**src/rtl/snapshot_pair_streamer_pkg.sv**
```systemverilog
// Shared definitions for the snapshot pair streamer: FSM state encoding and
// the packed complex-sample width helper.
package snapshot_pair_streamer_pkg;

   typedef enum logic [1:0] {
      ST_IDLE    = 2'd0,
      ST_CAPTURE = 2'd1,
      ST_STREAM  = 2'd2,
      ST_DONE    = 2'd3
   } state_t;

   // One complex sample is stored as {real, imag}.
   function automatic int cplx_width(input int data_width_bits);
      return 2 * data_width_bits;
   endfunction

endpackage

```
**src/rtl/snapshot_pair_streamer_buf.sv**
```systemverilog
// Snapshot buffer: single write port, combinational read, holds one channel's
// {real, imag} samples for a whole snapshot.
module snapshot_buf
   import snapshot_pair_streamer_pkg::*;
#(
   parameter int WIDTH     = cplx_width(12),
   parameter int DEPTH     = 64,
   parameter int ADDR_BITS = 6
) (
   input  logic                 i_clk,
   input  logic                 i_we,
   input  logic [ADDR_BITS-1:0] i_waddr,
   input  logic [WIDTH-1:0]     i_wdata,
   input  logic [ADDR_BITS-1:0] i_raddr,
   output logic [WIDTH-1:0]     o_rdata
);

   logic [WIDTH-1:0] r_mem [DEPTH];

   // NOTE: the array has no reset on purpose; every entry is written during
   // CAPTURE before STREAM reads it, so resetting it would only add fan-out.
   always_ff @(posedge i_clk) begin
      if (i_we) begin
         r_mem[i_waddr] <= i_wdata;
      end
   end

   assign o_rdata = r_mem[i_raddr];

endmodule

```
**src/rtl/snapshot_pair_streamer.sv**
```systemverilog
// Captures one snapshot of x/y complex sample pairs and replays it as two
// valid/ready/last streams for the correlator, then pulses o_done.
module snapshot_pair_streamer
   import snapshot_pair_streamer_pkg::*;
#(
   parameter int DATA_WIDTH_BITS = 12,
   parameter int SNAPSHOT_LEN    = 64,
   parameter int ADDR_BITS       = 6
) (
   input  logic                       i_clk,
   input  logic                       i_resetn,
   input  logic                       i_start,
   input  logic                       i_s_valid,
   input  logic [DATA_WIDTH_BITS-1:0] i_s_x_r,
   input  logic [DATA_WIDTH_BITS-1:0] i_s_x_c,
   input  logic [DATA_WIDTH_BITS-1:0] i_s_y_r,
   input  logic [DATA_WIDTH_BITS-1:0] i_s_y_c,
   output logic                       o_s_ready,
   output logic [DATA_WIDTH_BITS-1:0] o_x_r,
   output logic [DATA_WIDTH_BITS-1:0] o_x_c,
   output logic [DATA_WIDTH_BITS-1:0] o_y_r,
   output logic [DATA_WIDTH_BITS-1:0] o_y_c,
   output logic                       o_x_valid,
   output logic                       o_y_valid,
   output logic                       o_x_last,
   output logic                       o_y_last,
   input  logic                       i_ready_x,
   input  logic                       i_ready_y,
   output logic                       o_busy,
   output logic                       o_done
);

   localparam int                   CW        = cplx_width(DATA_WIDTH_BITS);
   localparam logic [ADDR_BITS-1:0] LAST_ADDR = ADDR_BITS'(SNAPSHOT_LEN - 1);

   state_t                     r_state, w_next_state;
   logic [ADDR_BITS-1:0]       r_wr_ptr, r_rd_ptr, w_raddr;
   logic                       r_acc_x, r_acc_y;
   logic [DATA_WIDTH_BITS-1:0] r_x_r, r_x_c, r_y_r, r_y_c;
   logic [CW-1:0]              w_x_rdata, w_y_rdata;
   logic                       w_wr_en, w_beat_done, w_enter_stream, w_load, w_clear;
   logic                       w_rd_at_last;

   snapshot_buf #(.WIDTH(CW), .DEPTH(SNAPSHOT_LEN), .ADDR_BITS(ADDR_BITS)) u_buf_x (
      .i_clk   (i_clk),
      .i_we    (w_wr_en),
      .i_waddr (r_wr_ptr),
      .i_wdata ({i_s_x_r, i_s_x_c}),
      .i_raddr (w_raddr),
      .o_rdata (w_x_rdata)
   );

   snapshot_buf #(.WIDTH(CW), .DEPTH(SNAPSHOT_LEN), .ADDR_BITS(ADDR_BITS)) u_buf_y (
      .i_clk   (i_clk),
      .i_we    (w_wr_en),
      .i_waddr (r_wr_ptr),
      .i_wdata ({i_s_y_r, i_s_y_c}),
      .i_raddr (w_raddr),
      .o_rdata (w_y_rdata)
   );

   assign w_rd_at_last = (r_rd_ptr == LAST_ADDR);

   // NOTE: every signal driven here gets a default first, so no path through
   // the case statement can leave one unassigned and infer a latch.
   always_comb begin
      w_next_state = r_state;
      o_s_ready    = 1'b0;
      o_busy       = 1'b1;
      o_done       = 1'b0;
      w_wr_en      = 1'b0;
      w_beat_done  = 1'b0;
      case (r_state)
         ST_IDLE: begin
            o_busy = 1'b0;
            if (i_start) w_next_state = ST_CAPTURE;
         end
         ST_CAPTURE: begin
            o_s_ready = 1'b1;
            w_wr_en   = i_s_valid;
            if (i_s_valid && r_wr_ptr == LAST_ADDR) w_next_state = ST_STREAM;
         end
         ST_STREAM: begin
            // A channel already accepted no longer waits on its ready.
            w_beat_done = (r_acc_x | i_ready_x) & (r_acc_y | i_ready_y);
            if (w_beat_done && w_rd_at_last) w_next_state = ST_DONE;
         end
         ST_DONE: begin
            o_done       = 1'b1;
            w_next_state = ST_IDLE;
         end
         default: w_next_state = ST_IDLE;
      endcase
   end

   assign w_enter_stream = (r_state == ST_CAPTURE) && (w_next_state == ST_STREAM);
   assign w_load         = w_enter_stream | (w_beat_done & ~w_rd_at_last);
   assign w_clear        = w_beat_done & w_rd_at_last;
   assign w_raddr        = (r_state == ST_CAPTURE) ? '0 : r_rd_ptr + 1'b1;

   assign o_x_valid = (r_state == ST_STREAM) & ~r_acc_x;
   assign o_y_valid = (r_state == ST_STREAM) & ~r_acc_y;
   assign o_x_last  = o_x_valid & w_rd_at_last;
   assign o_y_last  = o_y_valid & w_rd_at_last;
   assign o_x_r     = r_x_r;
   assign o_x_c     = r_x_c;
   assign o_y_r     = r_y_r;
   assign o_y_c     = r_y_c;

   // NOTE: sequential state uses non-blocking assignments so every register
   // samples the pre-edge values, independent of block ordering.
   always_ff @(posedge i_clk or negedge i_resetn) begin
      if (!i_resetn) begin
         r_state <= ST_IDLE;
      end else begin
         r_state <= w_next_state;
      end
   end

   always_ff @(posedge i_clk or negedge i_resetn) begin
      if (!i_resetn) begin
         r_wr_ptr <= '0;
         r_rd_ptr <= '0;
         r_acc_x  <= 1'b0;
         r_acc_y  <= 1'b0;
         r_x_r    <= '0;
         r_x_c    <= '0;
         r_y_r    <= '0;
         r_y_c    <= '0;
      end else begin
         if (r_state == ST_IDLE && i_start) r_wr_ptr <= '0;
         else if (w_wr_en)                  r_wr_ptr <= r_wr_ptr + 1'b1;

         if (w_enter_stream)                     r_rd_ptr <= '0;
         else if (w_beat_done && !w_rd_at_last)  r_rd_ptr <= r_rd_ptr + 1'b1;

         if (w_beat_done)                  r_acc_x <= 1'b0;
         else if (o_x_valid && i_ready_x)  r_acc_x <= 1'b1;

         if (w_beat_done)                  r_acc_y <= 1'b0;
         else if (o_y_valid && i_ready_y)  r_acc_y <= 1'b1;

         // Data returns to zero after the final beat so IDLE/DONE present zeros.
         if (w_load) begin
            {r_x_r, r_x_c} <= w_x_rdata;
            {r_y_r, r_y_c} <= w_y_rdata;
         end else if (w_clear) begin
            r_x_r <= '0;
            r_x_c <= '0;
            r_y_r <= '0;
            r_y_c <= '0;
         end
      end
   end

endmodule

```
**config.mk**
```make
export PLATFORM = sky130hd
export DESIGN_NAME = snapshot_pair_streamer
export DESIGN_NICKNAME = d
export VERILOG_FILES = /design/src/rtl/snapshot_pair_streamer_pkg.sv /design/src/rtl/snapshot_pair_streamer_buf.sv /design/src/rtl/snapshot_pair_streamer.sv
export SDC_FILE = /design/constraint.sdc
export NUM_CORES = 2
export LEC_CHECK = 0
export ABC_AREA = 0
export CAP_MARGIN = 20
export CORE_MARGIN = 2
export CORE_UTILIZATION = 45
export CTS_CLUSTER_DIAMETER = 200
export DETAILED_ROUTE_END_ITERATION = 6
export PLACE_DENSITY = 0.66
export RECOVER_POWER = 25
export REMOVE_ABC_BUFFERS = 1
export SETUP_SLACK_MARGIN = 0.5
export SYNTH_ARGS = -nofsm -noshare
export SYNTH_HDL_FRONTEND = slang
export SYNTH_SLANG_ARGS = --single-unit
```
**constraint.sdc**
```tcl
create_clock -name i_clk -period 5.81 [get_ports i_clk]
set_clock_uncertainty 0.2 [all_clocks]
set_input_delay 0.581 -clock i_clk [delete_from_list [all_inputs] [get_ports i_clk]]
set_output_delay 0.581 -clock i_clk [all_outputs]
set_load 0.05 [all_outputs]
```
=== After elaboration in Yosys (flattened, before gate mapping) ===
Memory sizes are Yosys's and may differ from the RTL's.
Cells that the tools add are included.
Widths: inputs -> output; s select.

* Register bits: 64
* RAM bits: 3072
* Bits of input ports: 54
* Output and inout bits: 55
* Logic and storage cells: 71
* Memories: 2

{| class="wikitable"
|+ Memories
! name !! depth !! bits a word !! read ports !! clocked after memory_dff !! write ports !! RTL line !! RTL
|-
| u_buf_x.r_mem || 64 || 24 || 1 || 0 || 1 || snapshot_pair_streamer_buf.sv:18 || <nowiki>logic [WIDTH-1:0] r_mem [DEPTH];</nowiki>
|-
| u_buf_y.r_mem || 64 || 24 || 1 || 0 || 1 || snapshot_pair_streamer_buf.sv:18 ||
|}

* Add/subtract/negate cells: 2
* Equality and inequality tests: 6
* Muxes and demuxes: 25
* Bitwise operators: 13
* Reductions and logical operators: 14

{| class="wikitable"
|+ Operator list
! kind !! number
|-
| $mux 12 || 5
|-
| $mux 6 || 5
|-
| $add 6x1->6 const B || 2
|-
| $eq 6x6->1 const B || 2
|-
| $mux 1 || 11
|-
| $reduce_bool 2->1 || 5
|-
| $pmux 2 s4 || 1
|-
| $and 1x1->1 || 7
|-
| $logic_and 1x1->1 || 7
|-
| $eq 2x2->1 const B || 3
|-
| $mux 2 || 3
|-
| $not 1->1 || 3
|-
| $or 1x1->1 || 3
|-
| $eq 2x1->1 const B || 1
|-
| $logic_not 2->1 || 1
|-
| $logic_not 1->1 || 1
|}

=== Logic depth before layout (Yosys ltp) ===
* Depth after elaboration: 9
* Mapped depth: 14
* Gate-level depth less buffers: 8

=== Modules after synthesis ===
Synthesis repeated with hierarchy kept, for this count alone.

* Cell total of the unflattened synthesis: 5384
* Area, all modules: 120261.6 µm²

{| class="wikitable"
|+ Modules (own cells, without submodules)
! module !! instances !! cells each !! area an instance (µm²) !! sequential area each (µm²)
|-
| snapshot_buf || 2 || 2586 || 58815.2 || 46124.2
|-
| snapshot_pair_streamer || 1 || 212 || 2631.3 || 1601.5
|}

=== Least setup slack after synthesis ===
OpenSTA, ideal clock, no wires.

* Kind: reg-to-reg
* Start: register r_state[1]
* End: memory u_buf_x.r_mem[43][0] (netlist name) (enable)
* Library setup time: 0.454 ns
* Arrival time: 4.351 ns
* Required time: 5.156 ns
* Path slack: 0.805 ns
* Stages on the path, launching flop included: 13
* Buffers on the path: 6
* Clock period less this slack: 5.005 ns
* Path through: dfrtp_1 > nand2b_1 > buf_4 > inv_4 > buf_6 > buf_4 > buf_4 > buf_2 > buf_2 > nand2_1 > nor2_1 > nand3_1 > nor2_1

* Cells in the longest elaborated chain, start to end: 4

{| class="wikitable"
|+ RTL lines
! item !! RTL line !! RTL
|-
| from (decl) || snapshot_pair_streamer.sv:36 || <nowiki>state_t r_state, w_next_state;</nowiki>
|-
| from (signal assigned) || snapshot_pair_streamer.sv:116 || <nowiki>r_state <= w_next_state;</nowiki>
|-
| $eq 2x1->1 || snapshot_pair_streamer.sv:73 || <nowiki>case (r_state)</nowiki>
|-
| $mux 1 || snapshot_pair_streamer.sv:73 ||
|-
| $mux 1 || snapshot_pair_streamer_buf.sv:23 || <nowiki>if (i_we) begin</nowiki>
|-
| $mux 1 (implied by the code) || snapshot_pair_streamer_buf.sv:24 || <nowiki>r_mem[i_waddr] <= i_wdata;</nowiki>
|-
| to (decl) || snapshot_pair_streamer_buf.sv:18 ||
|}

No other way between the ends.

=== Worst setup path in the final report ===
* Start: register r_rd_ptr[0]
* End: register r_x_r[5] (netlist: o_x_r[5])

* Cells in the longest elaborated chain, start to end: 8
* Elaborated cells between the ends (all ways): 15
* Those cells by class: add/sub (1); eq/ne (2); mux (4); bitwise (4); reduce/logical (3); memory (1)

{| class="wikitable"
|+ RTL lines
! item !! RTL line !! RTL
|-
| from (decl) || snapshot_pair_streamer.sv:37 || <nowiki>logic [ADDR_BITS-1:0] r_wr_ptr, r_rd_ptr, w_raddr;</nowiki>
|-
| from (signal assigned) || snapshot_pair_streamer.sv:135 || <nowiki>else if (w_beat_done && !w_rd_at_last) r_rd_ptr <= r_rd_ptr + 1'b1;</nowiki>
|-
| parallel branches: the longest is 8 deep, another holds $mem_v2 64x24 || - ||
|-
| to (signal assigned) || snapshot_pair_streamer.sv:145 || <nowiki>{r_x_r, r_x_c} <= w_x_rdata;</nowiki>
|-
| to (decl) || snapshot_pair_streamer.sv:39 || <nowiki>logic [DATA_WIDTH_BITS-1:0] r_x_r, r_x_c, r_y_r, r_y_c;</nowiki>
|}

Parallel ways; which one is timed is not known.
A chain may end at the register's enable or synchronous reset.

==> results.cfg <==
[pwr]
power.density_nw_per_um2 = 343
max-vdd-ir-drop_uv = 230
total_power_mw = 47.9
static-leakage-power_nw = 43.4

[setup_path]
worst-r2r-setup-slack_ps = 1080
worst_ep_required_time_ps = 6360
start_kind = flip-flop
rr_endpoint = o_x_r[5]
worst-setup-path-type = flip-flop to flip-flop
worst_r2r_path_depth = 8
worst-endpoint-arrival_ps = 5290
crit_path_top_delay_cell = sky130_fd_sc_hd__nand2_1
timing.critical_path.to_type = flip-flop
critical_path.max_stage_delay_ps = 1010
launching_point_of_the_worst_reg2reg_path = r_rd_ptr[0]
worstPathMaxFanout = 25
crit_path_cell_trace = ha_1 -> nand3_1 -> xnor2_1 -> nand2_4 -> nand2_1 -> a211o_1 -> o21ai_0 -> o41ai_1

[detailed_routing]
wl_um = 435000
routed_via_density = 6.94
route.detailed.wl_per_inst_um = 38.2
wl_met2_um = 190000
met3_wire_length_um = 65300
ant_nets = 0
post-route-drc-count = 6
route.top_layer_used = met5
wirelength_met1_um = 151000
drt_first_pass_iters = 7
starting_drt_drc_count = 14462
num_vias = 79002

[sta]
fin_setup_tns_ps = 0
final-max-slew-violation-count = 1996
unrepaired_setup_endpoints_after_global_routing = false
fmax_ghz = 0.211
final-hold-violation-count = 0
finalCritPeriodShare = 0.815
final_period_minus_worst_setup_slack_ps = 4730
slew_headroom = -1.02
worst_pin_slew_ps = 3030
finalSetupViolCount = 0

[clock_network]
insertion_delay_ps = 900
maximum_number_of_buffers_from_clock_root_to_sink = 4
cts_post_setup_buffers_inserted = 0
clock_tree.htree_level_count = 5
cts-resized-gates = 0
cts-buffers-inserted = 318
numClockSinks = 3136
cts_tree = done
cts.clk_slew.worst_paths_ps = 60
cts_root_buf = sky130_fd_sc_hd__clkbuf_16

[synth]
syn-instance-count = 7360
dominantRegCellSynth = sky130_fd_sc_hd__edfxtp_1
yosysWarningCount = 0
ys_async_sr_fraction = 0.0204
avgSynthCellArea_um2 = 16.7
synth_edf_count = 3072
post_synth_num_cell_types = 83
synthesis.area_um2 = 123000
synth_seq_cells = 3136
synth_seq_area_share = 0.764

[placement]
gp_congestion = 0.871
dp_hpwl_um = 223000
buffers_on_ports = 108
dp_cells = 10772
placedInstanceArea_um2 = 130000

[worst_hold_path]
worst_hold_path.endpoint = r_acc_y
worstHoldPathCells = 3
hp-start = i_ready_y
holdCritPathClass = input pin to flip-flop

[status]
violations_in_the_final_reports = DRC, capacitance limit, slew limit
result_of_the_run = finished with violations

[layout]
fin_cells = 11386
area_delta_synth_final_pct = 13.8
final_net_count = 7610
multi_input_comb_area_um2 = 27100
drive_above_1_share = 0.148
fillers = 21766
post-route-cell-area_um2 = 140000
ff_latch_area_um2 = 93900

[flow_run]
timing.max_cap.violations = 32

[grt]
track_usage = 0.306
vias_in_the_first_global_route = 73521
global_route_wire_length_before_repair_um = 592000
globalRoute.totalOverflow = 0
maximum_number_of_pins_on_one_net_before_global_route_repair = 123
antenna_found_initial = 29

[die]
die_x_um = 526
top_level_ports = 109
die_span_in_y_um = 526
core.rowCount = 191
core_area_um2 = 271000
initial_core_util = 0.453
die_area_um2 = 277000
state kept, by name, summed over array words and instances, names as in the netlist:
name           cells
r_state            2
r_acc_x            1
u_buf_y.r_mem   1536
u_buf_x.r_mem   1536
o_x_r             12
o_y_r             12
r_acc_y            1
r_wr_ptr           6
r_rd_ptr           6
o_y_c             12
o_x_c             12
cell usage after synthesis, types with 73 or more instances:
cell / number / area share
sky130_fd_sc_hd__edfxtp_1: 3072 / 0.75
sky130_fd_sc_hd__nor2b_1: 73 / 0.0037
sky130_fd_sc_hd__mux4_2: 192 / 0.035
sky130_fd_sc_hd__nor3_1: 85 / 0.0035
sky130_fd_sc_hd__o21ai_0: 281 / 0.011
sky130_fd_sc_hd__clkbuf_1: 233 / 0.0071
sky130_fd_sc_hd__a311oi_1: 83 / 0.0059
sky130_fd_sc_hd__nor2_1: 143 / 0.0044
sky130_fd_sc_hd__nand2_1: 690 / 0.021
sky130_fd_sc_hd__nand3_1: 285 / 0.012
sky130_fd_sc_hd__a21oi_1: 223 / 0.0091
sky130_fd_sc_hd__mux2_2: 99 / 0.0091
sky130_fd_sc_hd__a31oi_1: 141 / 0.0072
sky130_fd_sc_hd__a221oi_1: 302 / 0.022
sky130_fd_sc_hd__a211oi_1: 136 / 0.0083
sky130_fd_sc_hd__buf_2: 253 / 0.010
sky130_fd_sc_hd__mux2i_1: 212 / 0.017
power breakdown:
group	internal, mW	switching (mW)	total (mW)
Clock	11.1	8.59	19.6
Combinational	0.700	2.10	2.80
Sequential	25.4	0.124	25.5
Total	37.1	10.8	47.9
cells in the final DEF, fill, tap and decap left out, types with 19 or more instances in the layout:
| master | n |
|---|---|
| sky130_fd_sc_hd__clkbuf_1 | 114 |
| sky130_fd_sc_hd__clkinv_1 | 71 |
| sky130_fd_sc_hd__nor2_4 | 70 |
| sky130_fd_sc_hd__nor2b_1 | 73 |
| sky130_fd_sc_hd__edfxtp_1 | 3072 |
| sky130_fd_sc_hd__nor3_1 | 83 |
| sky130_fd_sc_hd__a221oi_1 | 302 |
| sky130_fd_sc_hd__a21oi_1 | 220 |
| sky130_fd_sc_hd__mux4_2 | 192 |
| sky130_fd_sc_hd__buf_4 | 212 |
| sky130_fd_sc_hd__nand4_1 | 20 |
| sky130_fd_sc_hd__nand2_1 | 683 |
| sky130_fd_sc_hd__clkbuf_16 | 325 |
| sky130_fd_sc_hd__and2_1 | 72 |
| sky130_fd_sc_hd__o31ai_1 | 33 |
| sky130_fd_sc_hd__a211o_1 | 40 |
| sky130_fd_sc_hd__clkdlybuf4s50_1 | 59 |
| sky130_fd_sc_hd__buf_12 | 95 |
| sky130_fd_sc_hd__a31oi_1 | 141 |
| sky130_fd_sc_hd__a211oi_1 | 136 |
| sky130_fd_sc_hd__a2111oi_0 | 57 |
| sky130_fd_sc_hd__nand3_1 | 281 |
| sky130_fd_sc_hd__o22ai_1 | 37 |
| sky130_fd_sc_hd__a22oi_1 | 56 |
| sky130_fd_sc_hd__clkinv_2 | 57 |
| sky130_fd_sc_hd__a32oi_1 | 25 |
| sky130_fd_sc_hd__nor2_1 | 70 |
| sky130_fd_sc_hd__and3_1 | 64 |
| sky130_fd_sc_hd__a311oi_1 | 83 |
| sky130_fd_sc_hd__mux2_2 | 99 |
| sky130_fd_sc_hd__o211ai_1 | 42 |
| sky130_fd_sc_hd__o21ai_0 | 281 |
| sky130_fd_sc_hd__diode_2 | 19 |
| sky130_fd_sc_hd__mux2i_1 | 212 |
| sky130_fd_sc_hd__dfrtp_1 | 63 |
cell type report:
cell class                      count  area share
Clock buffer                      394      0.0604
Tap cell                         3570      0.0320
Inverter                            6    0.000269
Timing Repair Buffer              438      0.0319
Clock inverter                    169     0.00923
Sequential cell                  3136       0.672
Multi-Input combinational cell   3654       0.194
Antenna cell                       19    0.000340
metrics by stage:
| stage | utilization | hold WS (ps) | setup slack [ps] |
|---|---|---|---|
| after floorplan | - | 85.4 | -29800 |
| after global placement | 0.478 | 343 | 1380 |
| after detailed placement | 0.478 | 347 | 1300 |
| after CTS | 0.514 | 20.9 | 1060 |
| after global routing | 0.515 | 161 | 1030 |
| final | 0.515 | 162 | 1080 |
worst max-delay path by stage:
| stage | start | endpoint | slack, ps |
|---|---|---|---|
| 2_1_floorplan | r_rd_ptr[0] | o_x_r[7] | -29800 |
| 5_1_grt | r_rd_ptr[0] | o_y_last | 1030 |
| 3_5_place_dp | r_rd_ptr[0] | o_x_r[5] | 1300 |
| 6_report | r_rd_ptr[0] | o_x_r[5] | 1080 |
| 4_1_cts | r_rd_ptr[0] | o_x_last | 1060 |
| 3_3_place_gp | r_rd_ptr[0] | o_x_r[5] | 1380 |
cells by family after synthesis:
family          synth area share
compound gates            0.0951
mux                       0.0616
buf+inv                   0.0210
simple gates              0.0566
xor+xnor                 0.00118
fa+ha+maj               0.000204
flops                      0.764
critical path: cells and delay by family, from the launching register on:
| kind | cells | cell delay [ps] |
|---|---|---|
| and+or+nand+nor | 3 | 1670 |
| AOI/OAI and AO/OA | 3 | 860 |
| DFF | 1 | 760 |
| adders and majority gates | 1 | 510 |
| xor gates and xnor gates | 1 | 590 |
timing repair:
item | CTS | global route
hold endpoints to repair | 14 | 102
hold buffers | 1 | 14
setup endpoints to repair | 0 | 0
layer usage:
| layer | GRT usage | vias to the layer above |
|---|---|---|
| li1 | - | 30275 |
| met1 | 0.410 | 40267 |
| met2 | 0.452 | 7044 |
| met3 | 0.0866 | 1400 |
| met4 | 0.164 | 16 |
| met5 | 0 | - |
Power figures use the tool's default switching activity.
